===== src/rtl/sram_pkg.sv =====
// Shared types and constants for the SRAM burst controller.
package sram_pkg;

    localparam int DEF_A_WIDTH     = 23;
    localparam int DEF_D_WIDTH     = 16;
    localparam int DEF_L_WIDTH     = 4;
    localparam int DEF_WAIT_CYCLES = 2;

    // SRAM strobes are active-low.
    localparam logic STROBE_OFF = 1'b1;
    localparam logic STROBE_ON  = 1'b0;

    typedef enum logic [2:0] {
        ST_IDLE  = 3'd0,
        ST_SETUP = 3'd1,
        ST_WAIT  = 3'd2,
        ST_XFER  = 3'd3,
        ST_FLUSH = 3'd4,
        ST_DONE  = 3'd5
    } state_t;

    // Round-robin winner index for two requesters; on a tie the one not
    // served last wins. Result is meaningless when nobody is requesting.
    function automatic logic rr_pick(input logic [1:0] req, input logic last);
        if (req == 2'b11) begin
            return ~last;
        end
        return req[1];
    endfunction

endpackage


===== src/rtl/sram_burst_ctrl_if.sv =====
// Bus-side requester signals and SRAM pin group for the burst controller.
interface sram_burst_ctrl_if
    import sram_pkg::*;
#(
    parameter int A_WIDTH = DEF_A_WIDTH,
    parameter int D_WIDTH = DEF_D_WIDTH,
    parameter int L_WIDTH = DEF_L_WIDTH
);
    logic [1:0]           req;
    logic [1:0]           req_we;
    logic [2*A_WIDTH-1:0] req_addr;
    logic [2*L_WIDTH-1:0] req_len;
    logic [2*D_WIDTH-1:0] req_wdata;
    logic [1:0]           gnt;
    logic [1:0]           beat;
    logic [1:0]           done;
    logic [D_WIDTH-1:0]   rdata;
    logic [A_WIDTH-1:0]   mem_addr;
    logic [D_WIDTH-1:0]   mem_dq_out;
    logic                 mem_dq_oe;
    logic [D_WIDTH-1:0]   mem_dq_in;
    logic                 mem_ce_n;
    logic                 mem_oe_n;
    logic                 mem_we_n;
    logic                 mem_adv_n;

    // Controller side.
    modport slave (
        input  req, req_we, req_addr, req_len, req_wdata, mem_dq_in,
        output gnt, beat, done, rdata, mem_addr, mem_dq_out, mem_dq_oe,
        output mem_ce_n, mem_oe_n, mem_we_n, mem_adv_n
    );

    // Requesters plus SRAM device side.
    modport master (
        output req, req_we, req_addr, req_len, req_wdata, mem_dq_in,
        input  gnt, beat, done, rdata, mem_addr, mem_dq_out, mem_dq_oe,
        input  mem_ce_n, mem_oe_n, mem_we_n, mem_adv_n
    );
endinterface


===== src/rtl/sram_rr_arb.sv =====
// Two-way round-robin arbiter; pointer remembers the last requester served.
module sram_rr_arb
    import sram_pkg::*;
(
    input  logic       clk,
    input  logic       rst,
    input  logic [1:0] i_req,
    input  logic       i_update,
    output logic [1:0] o_gnt
);
    logic r_last;
    logic w_win;

    assign w_win = rr_pick(i_req, r_last);
    assign o_gnt = (|i_req) ? (w_win ? 2'b10 : 2'b01) : 2'b00;

    // Record the winner when the grant is taken; reset favours requester 0.
    always_ff @(posedge clk or negedge rst) begin
        if (!rst) begin
            r_last <= 1'b1;
        end else if (i_update && (|i_req)) begin
            r_last <= w_win;
        end
    end
endmodule


===== src/rtl/sram_burst_ctrl.sv =====
// Burst sequencer for the SRAM: arbitrates two requesters, runs the
// address phase, access latency and 1..2^L_WIDTH data beats.
//
// state | meaning
// IDLE  | no grant; sample requests, latch winner's burst
// SETUP | address phase, ADV low
// WAIT  | access latency, OE low on reads
// XFER  | one beat per cycle, address counter increments
// FLUSH | read only: deliver the final registered beat
// DONE  | done pulse, grant still held
module sram_burst_ctrl
    import sram_pkg::*;
#(
    parameter int A_WIDTH     = DEF_A_WIDTH,
    parameter int D_WIDTH     = DEF_D_WIDTH,
    parameter int L_WIDTH     = DEF_L_WIDTH,
    parameter int WAIT_CYCLES = DEF_WAIT_CYCLES
) (
    input  logic clk,
    input  logic rst,
    sram_burst_ctrl_if.slave bus
);
    // Wait counter only needs to hold WAIT_CYCLES-1.
    localparam int WC_WIDTH = (WAIT_CYCLES > 1) ? $clog2(WAIT_CYCLES) : 1;

    state_t               r_state;
    state_t               w_state_nxt;
    logic [1:0]           r_gnt;
    logic                 r_we;
    logic [A_WIDTH-1:0]   r_addr;
    logic [L_WIDTH-1:0]   r_beat_cnt;
    logic [WC_WIDTH-1:0]  r_wait_cnt;
    logic                 r_rd_beat;
    logic [D_WIDTH-1:0]   r_rdata;

    logic [1:0]           w_arb_gnt;
    logic                 w_arb_update;
    logic                 w_sel;
    logic                 w_sel_we;
    logic [A_WIDTH-1:0]   w_sel_addr;
    logic [L_WIDTH-1:0]   w_sel_len;
    logic [D_WIDTH-1:0]   w_wdata;

    logic [1:0]           w_beat;
    logic [1:0]           w_done;
    logic                 w_ce_n;
    logic                 w_oe_n;
    logic                 w_we_n;
    logic                 w_adv_n;
    logic                 w_dq_oe;
    logic [D_WIDTH-1:0]   w_dq_out;

    sram_rr_arb u_arb (
        .clk      (clk),
        .rst      (rst),
        .i_req    (bus.req),
        .i_update (w_arb_update),
        .o_gnt    (w_arb_gnt)
    );

    assign w_sel      = w_arb_gnt[1];
    assign w_sel_we   = w_sel ? bus.req_we[1] : bus.req_we[0];
    assign w_sel_addr = w_sel ? bus.req_addr[2*A_WIDTH-1:A_WIDTH] : bus.req_addr[A_WIDTH-1:0];
    assign w_sel_len  = w_sel ? bus.req_len[2*L_WIDTH-1:L_WIDTH]  : bus.req_len[L_WIDTH-1:0];
    // Write data follows the latched grant, not the live arbiter output.
    assign w_wdata    = r_gnt[1] ? bus.req_wdata[2*D_WIDTH-1:D_WIDTH] : bus.req_wdata[D_WIDTH-1:0];

    // State register.
    always_ff @(posedge clk or negedge rst) begin
        if (!rst) begin
            r_state <= ST_IDLE;
        end else begin
            r_state <= w_state_nxt;
        end
    end

    // Next-state decode; the arbiter pointer moves only when a burst starts.
    always_comb begin
        w_state_nxt  = r_state;
        w_arb_update = 1'b0;
        case (r_state)
            ST_IDLE: begin
                if (|bus.req) begin
                    w_state_nxt  = ST_SETUP;
                    w_arb_update = 1'b1;
                end
            end
            ST_SETUP: w_state_nxt = ST_WAIT;
            ST_WAIT: begin
                if (r_wait_cnt == '0) begin
                    w_state_nxt = ST_XFER;
                end
            end
            ST_XFER: begin
                if (r_beat_cnt == '0) begin
                    w_state_nxt = r_we ? ST_DONE : ST_FLUSH;
                end
            end
            ST_FLUSH: w_state_nxt = ST_DONE;
            ST_DONE:  w_state_nxt = ST_IDLE;
            default:  w_state_nxt = ST_IDLE;
        endcase
    end

    // Burst context, address/beat/wait counters and the read-data pipeline.
    always_ff @(posedge clk or negedge rst) begin
        if (!rst) begin
            r_gnt      <= '0;
            r_we       <= 1'b0;
            r_addr     <= '0;
            r_beat_cnt <= '0;
            r_wait_cnt <= '0;
            r_rd_beat  <= 1'b0;
            r_rdata    <= '0;
        end else begin
            r_rd_beat <= (r_state == ST_XFER) && !r_we;
            case (r_state)
                ST_IDLE: begin
                    if (|bus.req) begin
                        r_gnt      <= w_arb_gnt;
                        r_we       <= w_sel_we;
                        r_addr     <= w_sel_addr;
                        r_beat_cnt <= w_sel_len;
                    end
                end
                ST_SETUP: r_wait_cnt <= WC_WIDTH'(WAIT_CYCLES - 1);
                ST_WAIT: begin
                    if (r_wait_cnt != '0) begin
                        r_wait_cnt <= r_wait_cnt - 1'b1;
                    end
                end
                ST_XFER: begin
                    r_addr <= r_addr + 1'b1;
                    if (r_beat_cnt != '0) begin
                        r_beat_cnt <= r_beat_cnt - 1'b1;
                    end
                    if (!r_we) begin
                        r_rdata <= bus.mem_dq_in;
                    end
                end
                ST_DONE: r_gnt <= '0;
                default: ;
            endcase
        end
    end

    // Strobes and beat/done decode from state; reads report one cycle late.
    always_comb begin
        w_beat   = '0;
        w_done   = '0;
        w_ce_n   = STROBE_OFF;
        w_oe_n   = STROBE_OFF;
        w_we_n   = STROBE_OFF;
        w_adv_n  = STROBE_OFF;
        w_dq_oe  = 1'b0;
        w_dq_out = '0;
        if (r_rd_beat) begin
            w_beat = r_gnt;
        end
        case (r_state)
            ST_SETUP: begin
                w_ce_n  = STROBE_ON;
                w_adv_n = STROBE_ON;
            end
            ST_WAIT: begin
                w_ce_n = STROBE_ON;
                if (!r_we) begin
                    w_oe_n = STROBE_ON;
                end
            end
            ST_XFER: begin
                w_ce_n = STROBE_ON;
                if (r_we) begin
                    w_we_n   = STROBE_ON;
                    w_dq_oe  = 1'b1;
                    w_dq_out = w_wdata;
                    w_beat   = r_gnt;
                end else begin
                    w_oe_n = STROBE_ON;
                end
            end
            ST_DONE: w_done = r_gnt;
            default: ;
        endcase
    end

    assign bus.gnt        = r_gnt;
    assign bus.beat       = w_beat;
    assign bus.done       = w_done;
    assign bus.rdata      = r_rdata;
    assign bus.mem_addr   = r_addr;
    assign bus.mem_dq_out = w_dq_out;
    assign bus.mem_dq_oe  = w_dq_oe;
    assign bus.mem_ce_n   = w_ce_n;
    assign bus.mem_oe_n   = w_oe_n;
    assign bus.mem_we_n   = w_we_n;
    assign bus.mem_adv_n  = w_adv_n;
endmodule


===== src/flat_wrapper.sv =====
// flat-port wrapper written by rule: the top's interface ports become plain ports
module sram_burst_ctrl_flat import sram_pkg::*;
#(
    parameter int A_WIDTH     = DEF_A_WIDTH,
    parameter int D_WIDTH     = DEF_D_WIDTH,
    parameter int L_WIDTH     = DEF_L_WIDTH,
    parameter int WAIT_CYCLES = DEF_WAIT_CYCLES
)
  (clk, rst, bus_req, bus_req_we, bus_req_addr, bus_req_len, bus_req_wdata, bus_mem_dq_in, bus_gnt, bus_beat, bus_done, bus_rdata, bus_mem_addr, bus_mem_dq_out, bus_mem_dq_oe, bus_mem_ce_n, bus_mem_oe_n, bus_mem_we_n, bus_mem_adv_n);
  sram_burst_ctrl_if #(.A_WIDTH(A_WIDTH), .D_WIDTH(D_WIDTH), .L_WIDTH(L_WIDTH)) bus_i ();
  input  logic clk;
  input  logic rst;
  input wire logic [$bits(bus_i.req)-1:0] bus_req;
  input wire logic [$bits(bus_i.req_we)-1:0] bus_req_we;
  input wire logic [$bits(bus_i.req_addr)-1:0] bus_req_addr;
  input wire logic [$bits(bus_i.req_len)-1:0] bus_req_len;
  input wire logic [$bits(bus_i.req_wdata)-1:0] bus_req_wdata;
  input wire logic [$bits(bus_i.mem_dq_in)-1:0] bus_mem_dq_in;
  output wire logic [$bits(bus_i.gnt)-1:0] bus_gnt;
  output wire logic [$bits(bus_i.beat)-1:0] bus_beat;
  output wire logic [$bits(bus_i.done)-1:0] bus_done;
  output wire logic [$bits(bus_i.rdata)-1:0] bus_rdata;
  output wire logic [$bits(bus_i.mem_addr)-1:0] bus_mem_addr;
  output wire logic [$bits(bus_i.mem_dq_out)-1:0] bus_mem_dq_out;
  output wire logic [$bits(bus_i.mem_dq_oe)-1:0] bus_mem_dq_oe;
  output wire logic [$bits(bus_i.mem_ce_n)-1:0] bus_mem_ce_n;
  output wire logic [$bits(bus_i.mem_oe_n)-1:0] bus_mem_oe_n;
  output wire logic [$bits(bus_i.mem_we_n)-1:0] bus_mem_we_n;
  output wire logic [$bits(bus_i.mem_adv_n)-1:0] bus_mem_adv_n;
  assign bus_i.req = bus_req;
  assign bus_i.req_we = bus_req_we;
  assign bus_i.req_addr = bus_req_addr;
  assign bus_i.req_len = bus_req_len;
  assign bus_i.req_wdata = bus_req_wdata;
  assign bus_i.mem_dq_in = bus_mem_dq_in;
  assign bus_gnt = bus_i.gnt;
  assign bus_beat = bus_i.beat;
  assign bus_done = bus_i.done;
  assign bus_rdata = bus_i.rdata;
  assign bus_mem_addr = bus_i.mem_addr;
  assign bus_mem_dq_out = bus_i.mem_dq_out;
  assign bus_mem_dq_oe = bus_i.mem_dq_oe;
  assign bus_mem_ce_n = bus_i.mem_ce_n;
  assign bus_mem_oe_n = bus_i.mem_oe_n;
  assign bus_mem_we_n = bus_i.mem_we_n;
  assign bus_mem_adv_n = bus_i.mem_adv_n;
  sram_burst_ctrl #(.A_WIDTH(A_WIDTH), .D_WIDTH(D_WIDTH), .L_WIDTH(L_WIDTH), .WAIT_CYCLES(WAIT_CYCLES)) u_core (.clk(clk), .rst(rst), .bus(bus_i));
endmodule

===== config.mk =====
export PLATFORM = sky130hd
export DESIGN_NAME = sram_burst_ctrl_flat
export DESIGN_NICKNAME = d
export VERILOG_FILES = /design/src/rtl/sram_pkg.sv /design/src/rtl/sram_burst_ctrl_if.sv /design/src/rtl/sram_rr_arb.sv /design/src/rtl/sram_burst_ctrl.sv /design/src/flat_wrapper.sv
export SDC_FILE = /design/constraint.sdc
export NUM_CORES = 1
export LEC_CHECK = 0
export CORE_UTILIZATION = 40
export CTS_BUF_LIST = sky130_fd_sc_hd__clkbuf_8
export CTS_CLUSTER_SIZE = 40
export DETAILED_ROUTE_END_ITERATION = 8
export PLACE_DENSITY = 0.83
export SLEW_MARGIN = 10
export SYNTH_ARGS = -nofsm -noshare
export SYNTH_HDL_FRONTEND = slang
export SYNTH_HIERARCHICAL = 1
export SYNTH_SLANG_ARGS = --single-unit

===== constraint.sdc =====
create_clock -name clk -period 2.7 [get_ports clk]
set_input_delay 0.675 -clock clk [delete_from_list [all_inputs] [get_ports clk]]
set_output_delay 0.675 -clock clk [all_outputs]
set_load 0.01 [all_outputs]

=== After elaboration in Yosys (flattened, before gate mapping) ===
Cells that the tools add are included.

* $add $sub $neg: 3
* $mul: 0
* Divide/modulo/power cells: 0
* Order comparisons: 0
* Equal/unequal tests: 10
* Shift operators: 0
* Muxes and demuxes: 38
* Bitwise gates (word level): 2
* Reduce and logical (&&, ||, !) cells: 18

{| class="wikitable"
|+ Operators by type and width
! kind !! number
|-
| $mux 16 || 3
|-
| $mux 23 || 2
|-
| $pmux 23 s2 || 1
|-
| $add 23x1->23 const B || 1
|-
| $mux 1 || 15
|-
| $pmux 3 s5 || 1
|-
| $mux 2 || 7
|-
| $mux 4 || 3
|-
| $mux 3 || 3
|-
| $pmux 4 s2 || 1
|-
| $reduce_and 2->1 || 4
|-
| $eq 3x2->1 const B || 2
|-
| $eq 3x3->1 const B || 2
|-
| $reduce_and 3->1 || 2
|-
| $reduce_bool 2->1 || 3
|-
| $logic_not 4->1 || 1
|-
| $ne 2x1->1 const B || 2
|-
| $ne 2x2->1 const B || 2
|-
| $pmux 2 s2 || 1
|-
| $reduce_bool 4->1 || 1
|-
| $reduce_or 2->1 || 2
|-
| $sub 4x1->4 const B || 1
|-
| $eq 3x1->1 const B || 1
|-
| $logic_not 3->1 || 1
|-
| 7 further kinds || 9
|}

* Register bits: 52
* Bits in latches: 0
* RAM bits: 0
* ROM bits: 0
* Input bits: 108
* Output and inout port bits: 66
* Logic and storage cells: 80
* Memories: 0

=== Depth between registers and ports, before layout ===
* Depth in word-level cells: 8
* Mapped depth: 7
* Depth with buffers taken out: 6

=== Hierarchy ===
Netlist, hierarchy kept.

{| class="wikitable"
|+ Modules (own cells, without submodules)
! module !! instances !! cells each !! area an instance (sq um) !! sequential area each (sq um)
|-
| sram_burst_ctrl || 1 || 316 || 3,101.7 || 1,276.2
|-
| sram_rr_arb || 1 || 6 || 56.3 || 26.3
|}

=== Worst setup path before layout ===
Ideal clock, no wire load.

* Kind: reg-to-output
* From: reg u_core.r_state[2]
* To: out bus_mem_dq_out[10]
* Arrival time: 1,622 ps
* Data required time: 2,025 ps
* Path slack: 403 ps
* Cell stages (with the launch flop): 7
* Buffers on the path: 3
* Path through: dfrtp_1 > clkbuf_1 > and3b_1 > clkbuf_1 > nand2_1 > clkbuf_1 > nor2_1

* Word-level cells in the longest chain between the ends: 2

{| class="wikitable"
|+ Ends and longest elaborated chain
! what !! line !! text
|-
| start, declared || sram_burst_ctrl.sv:26 || <nowiki>state_t r_state;</nowiki>
|-
| start signal, assigned || sram_burst_ctrl.sv:73 || <nowiki>r_state <= w_state_nxt;</nowiki>
|-
| $eq 3x2->1 || sram_burst_ctrl.sv:160 || <nowiki>case (r_state)</nowiki>
|-
| $mux 16 || sram_burst_ctrl.sv:160 ||
|-
| end, declared || flat_wrapper.sv:24 || <nowiki>output wire logic [$bits(bus_i.mem_dq_out)-1:0] bus_mem_dq_out;</nowiki>
|}

No other way between the ends.

=== Worst setup path in the final report ===
* From: in bus_req_wdata[3]
* To: out bus_mem_dq_out[3]

* Word-level cells in the longest chain between the ends: 3

{| class="wikitable"
|+ Ends and longest elaborated chain
! what !! line !! text
|-
| start, declared || flat_wrapper.sv:17 || <nowiki>input wire logic [$bits(bus_i.req_wdata)-1:0] bus_req_wdata;</nowiki>
|-
| $mux 16 || sram_burst_ctrl.sv:66 || <nowiki>assign w_wdata = r_gnt[1] ? bus.req_wdata[2*D_WIDTH-1:D_WIDTH] : bus.req_wdata[D_WIDTH-1:0];</nowiki>
|-
| $mux 16 || sram_burst_ctrl.sv:173 || <nowiki>if (r_we) begin</nowiki>
|-
| $mux 16 || sram_burst_ctrl.sv:160 ||
|}

No other way between the ends.

==> results.md <==
- WP data arrival: 1.89 ns
- Grt ovf: 0
- YS warnings: 6
- Leakage: 2.096 nW
- Clock Tree Root: clkbuf_8
- Worst setup margin: 0.1345 ns
- WL/cell: 15.70 µm
- # diodes: 0
- Largest net degree at the start of global routing: 53
- CTS sink cnt: 52
- Max-slew violations: 0
- Post-synth top area share: 0.4041
- Setup Fix Bufs, Post-CTS: 0
- Count of final setup violators: 0
- Initial drt markers: 114
- Layout Nets: 608
- CP delay by family, top: buffers and inverters
- Vias post-DR: 3,217
- Initial Utilization: 0.4108
- Clk Latency, worst-skew pair: 0.30 ns
- Final ANT Viol Nets: 0
- Syn Area/Cell: 9.808 µm²
- Worst stage delay on the critical path: 0.55 ns
- # port buffers: 173
- Setup CP Type: input port to primary output
- GR Util met2: 0.4261
- Hold Violations, Final: 0
- Worst VDD drop: 0.4386 mV
- Met1 Use GR: 0.2509
- Most frequent cells in the layout: 170 x clkdlybuf4s50_1, 51 x dfrtp_1, 35 x mux2i_1
- Worst Tran Pin Value: 0.6742 ns
- M3 GR Usage: 0.03956
- Cts hold-fix bufs: 0
- Maximum clock frequency: 389.8 MHz
- RSZ-0062 raised after global routing: no
- Pwr Total: 0.005130 W
- DRC violations left: 0
- CTS tree: built
- Max Cap Violations: 0
- Row cnt: 32
- RePlAce Congestion: 0.8188
- TritonCTS Buffers: 5
- Total of cells resized after clock tree synthesis: 0
- Vias per cell: 5.353
- Htree depth: 2
- # IOs: 174
- Fin crit share: 0.9502
- Seq/Total Area, Yosys: 0.4124
- WL final: 9435 µm
- Worst Hold Class: input port to async pin
- Status: finished clean
- Ranking of synthesized cells by area: dfrtp_1 40%, mux2i_1 11%, mux2_2 6.4%
- Initial antenna violation count: 0
- Die W: 90.86 µm
- Mapped cell area: 3158 µm²
- CP startpoint kind: input port
- Number of synthesized flops with an enable pin: 0
- Most used cell, CP: clkdlybuf4s50_1
- Clock Skew: 0.005078 ns
- Number of global-route vias before repair: 3,126
- Crit path buf inv count: 2
- Syn_nets: 432
- Layout cells sized above 1: 0.1122
- Worst slew margin: 0.5505
- Reg clk slew, reported paths: 0.09 ns
- Die height: 90.86 µm
- Pre-CTS WS: 0.1341 ns
- Crit-path cells: clkdlybuf4s50_1 > mux2i_1 > nor2_1 > clkdlybuf4s50_1
- First-pass GRT wire length: 14,830 µm
- Most used DFF post-synth: dfrtp_1
- Crit. End Element: primary output
- Area Growth Syn to Fin: 63.47%
- Pwr dens: 993.7 nW/µm²
- Most common cell after layout, fill and taps aside: clkdlybuf4s50_1
- CTS Buffer Depth: 2
- Final HPWL DP: 7179 µm
- FFs w/ async S/R, synth: 1.000
- Die area: 8255 µm²
- Area leader, netlist: dfrtp_1
- Post-Synthesis Cells: 322
- Crit-path slowest cell: clkdlybuf4s50_1
- Tot GR Track Use: 0.2222
- Yosys reg bits: 52
- Core region area: 7687 µm²
- Setup TNS: 0 ns
- Time the worst path needs with I/O delays and setup: 2.566 ns
- Crit Path Max Fanout: 1
- Initial DRT Pass Iterations: 4
- Synth cell types: 56
- Most used routing layer: met2
- WP data required: 2.03 ns
worst paths after layout:
check	cells after the start	start	slack (ns)	endpoint
min	2	rst	0.49	u_core/bus.rdata[2]
min reg2reg	1	u_core/bus.rdata[2]	0.51	u_core/bus.rdata[2]
max in group asynchronous	2	rst	1.77	u_core/bus.mem_addr[14]
min in group clk	1	u_core/bus.rdata[2]	0.51	u_core/bus.rdata[2]
max	4	bus_req_wdata[3]	0.13	bus_mem_dq_out[3]
max reg2reg	5	u_core/r_state[2]	0.76	u_core/bus.mem_addr[18]
where the power goes:
part / total, W / internal [W] / switching, W
clock network: 0.000454 / 0.000205 / 0.000249
registers: 0.00159 / 0.00118 / 0.000416
logic: 0.00308 / 0.00171 / 0.00137
total: 0.00513 / 0.00309 / 0.00204
metrics by stage:
stage / cell area (µm²) / util / std cells / hold slack [ns]
after floorplan: 3158 / - / 322 / 0.3794
after global placement: 5065 / 0.6589 / 593 / 0.4872
after detailed placement: 5065 / 0.6589 / 593 / 0.4948
after CTS: 5157 / 0.6709 / 601 / 0.5080
after global routing: 5162 / 0.6715 / 601 / 0.5254
final: 5162 / 0.6715 / 601 / 0.4900
logic make-up (layout without fill, tap and decap cells):
kind of cell	after synthesis	after routing	synth area share
fa+ha+maj	2	2	0.007923
xor+xnor	2	2	0.005548
buf+inv	29	206	0.03962
simple gates	109	109	0.1878
compound gates	75	75	0.1716
flops	52	52	0.4124
mux	53	53	0.1751
state kept, by name, indices dropped and copies added, names as in the netlist:
register and cells:
u_core/bus.mem_addr 23, u_core/bus.rdata 16, u_core/r_beat_cnt 4, u_core/r_state 3, u_core/bus.gnt 2, u_core/r_rd_beat 1
u_core/r_wait_cnt 1, u_core/r_we 1, u_core/u_arb/r_last 1
synthesized netlist by cell type, drive strengths merged, types with 3 or more instances:
master / count
nor3: 13
dfrtp: 51
a21oi: 11
nand3: 8
clkbuf: 7
and3: 7
nor2b: 8
a31oi: 5
a211oi: 18
o22ai: 3
nor2: 27
o21a: 3
mux2i: 35
o21ai: 7
buf: 13
nand2: 20
and4: 3
inv: 8
mux2: 18
a221oi: 4
nor4: 3
a311oi: 7
nand4: 7
worst reg2reg max path, delay by kind of cell, from the launching register on:
kind / cells / cell delay [ns]
AOI/OAI and AO/OA: 2 / 0.43
DFF: 1 / 0.38
and+or+nand+nor: 2 / 0.88
buffers and inverters: 1 / 0.16
layout make-up:
type	instances	area (µm²)
well taps	102	127.6
flip-flops and latches	52	1303
fillers	624	2525
clock inverters	2	10.01
repair buffers	189	1864
clock buffers	6	82.58
inverters	9	33.78
multi-input cells	241	1742
routing by layer:
layer | up-vias | wire [µm]
met2 | 115 | 5058
li1 | 1576 | -
met3 | 10 | 505
met4 | 0 | 109
met1 | 1516 | 3762
met5 | - | 0
No activity file was read; power rests on OpenSTA's default activity.
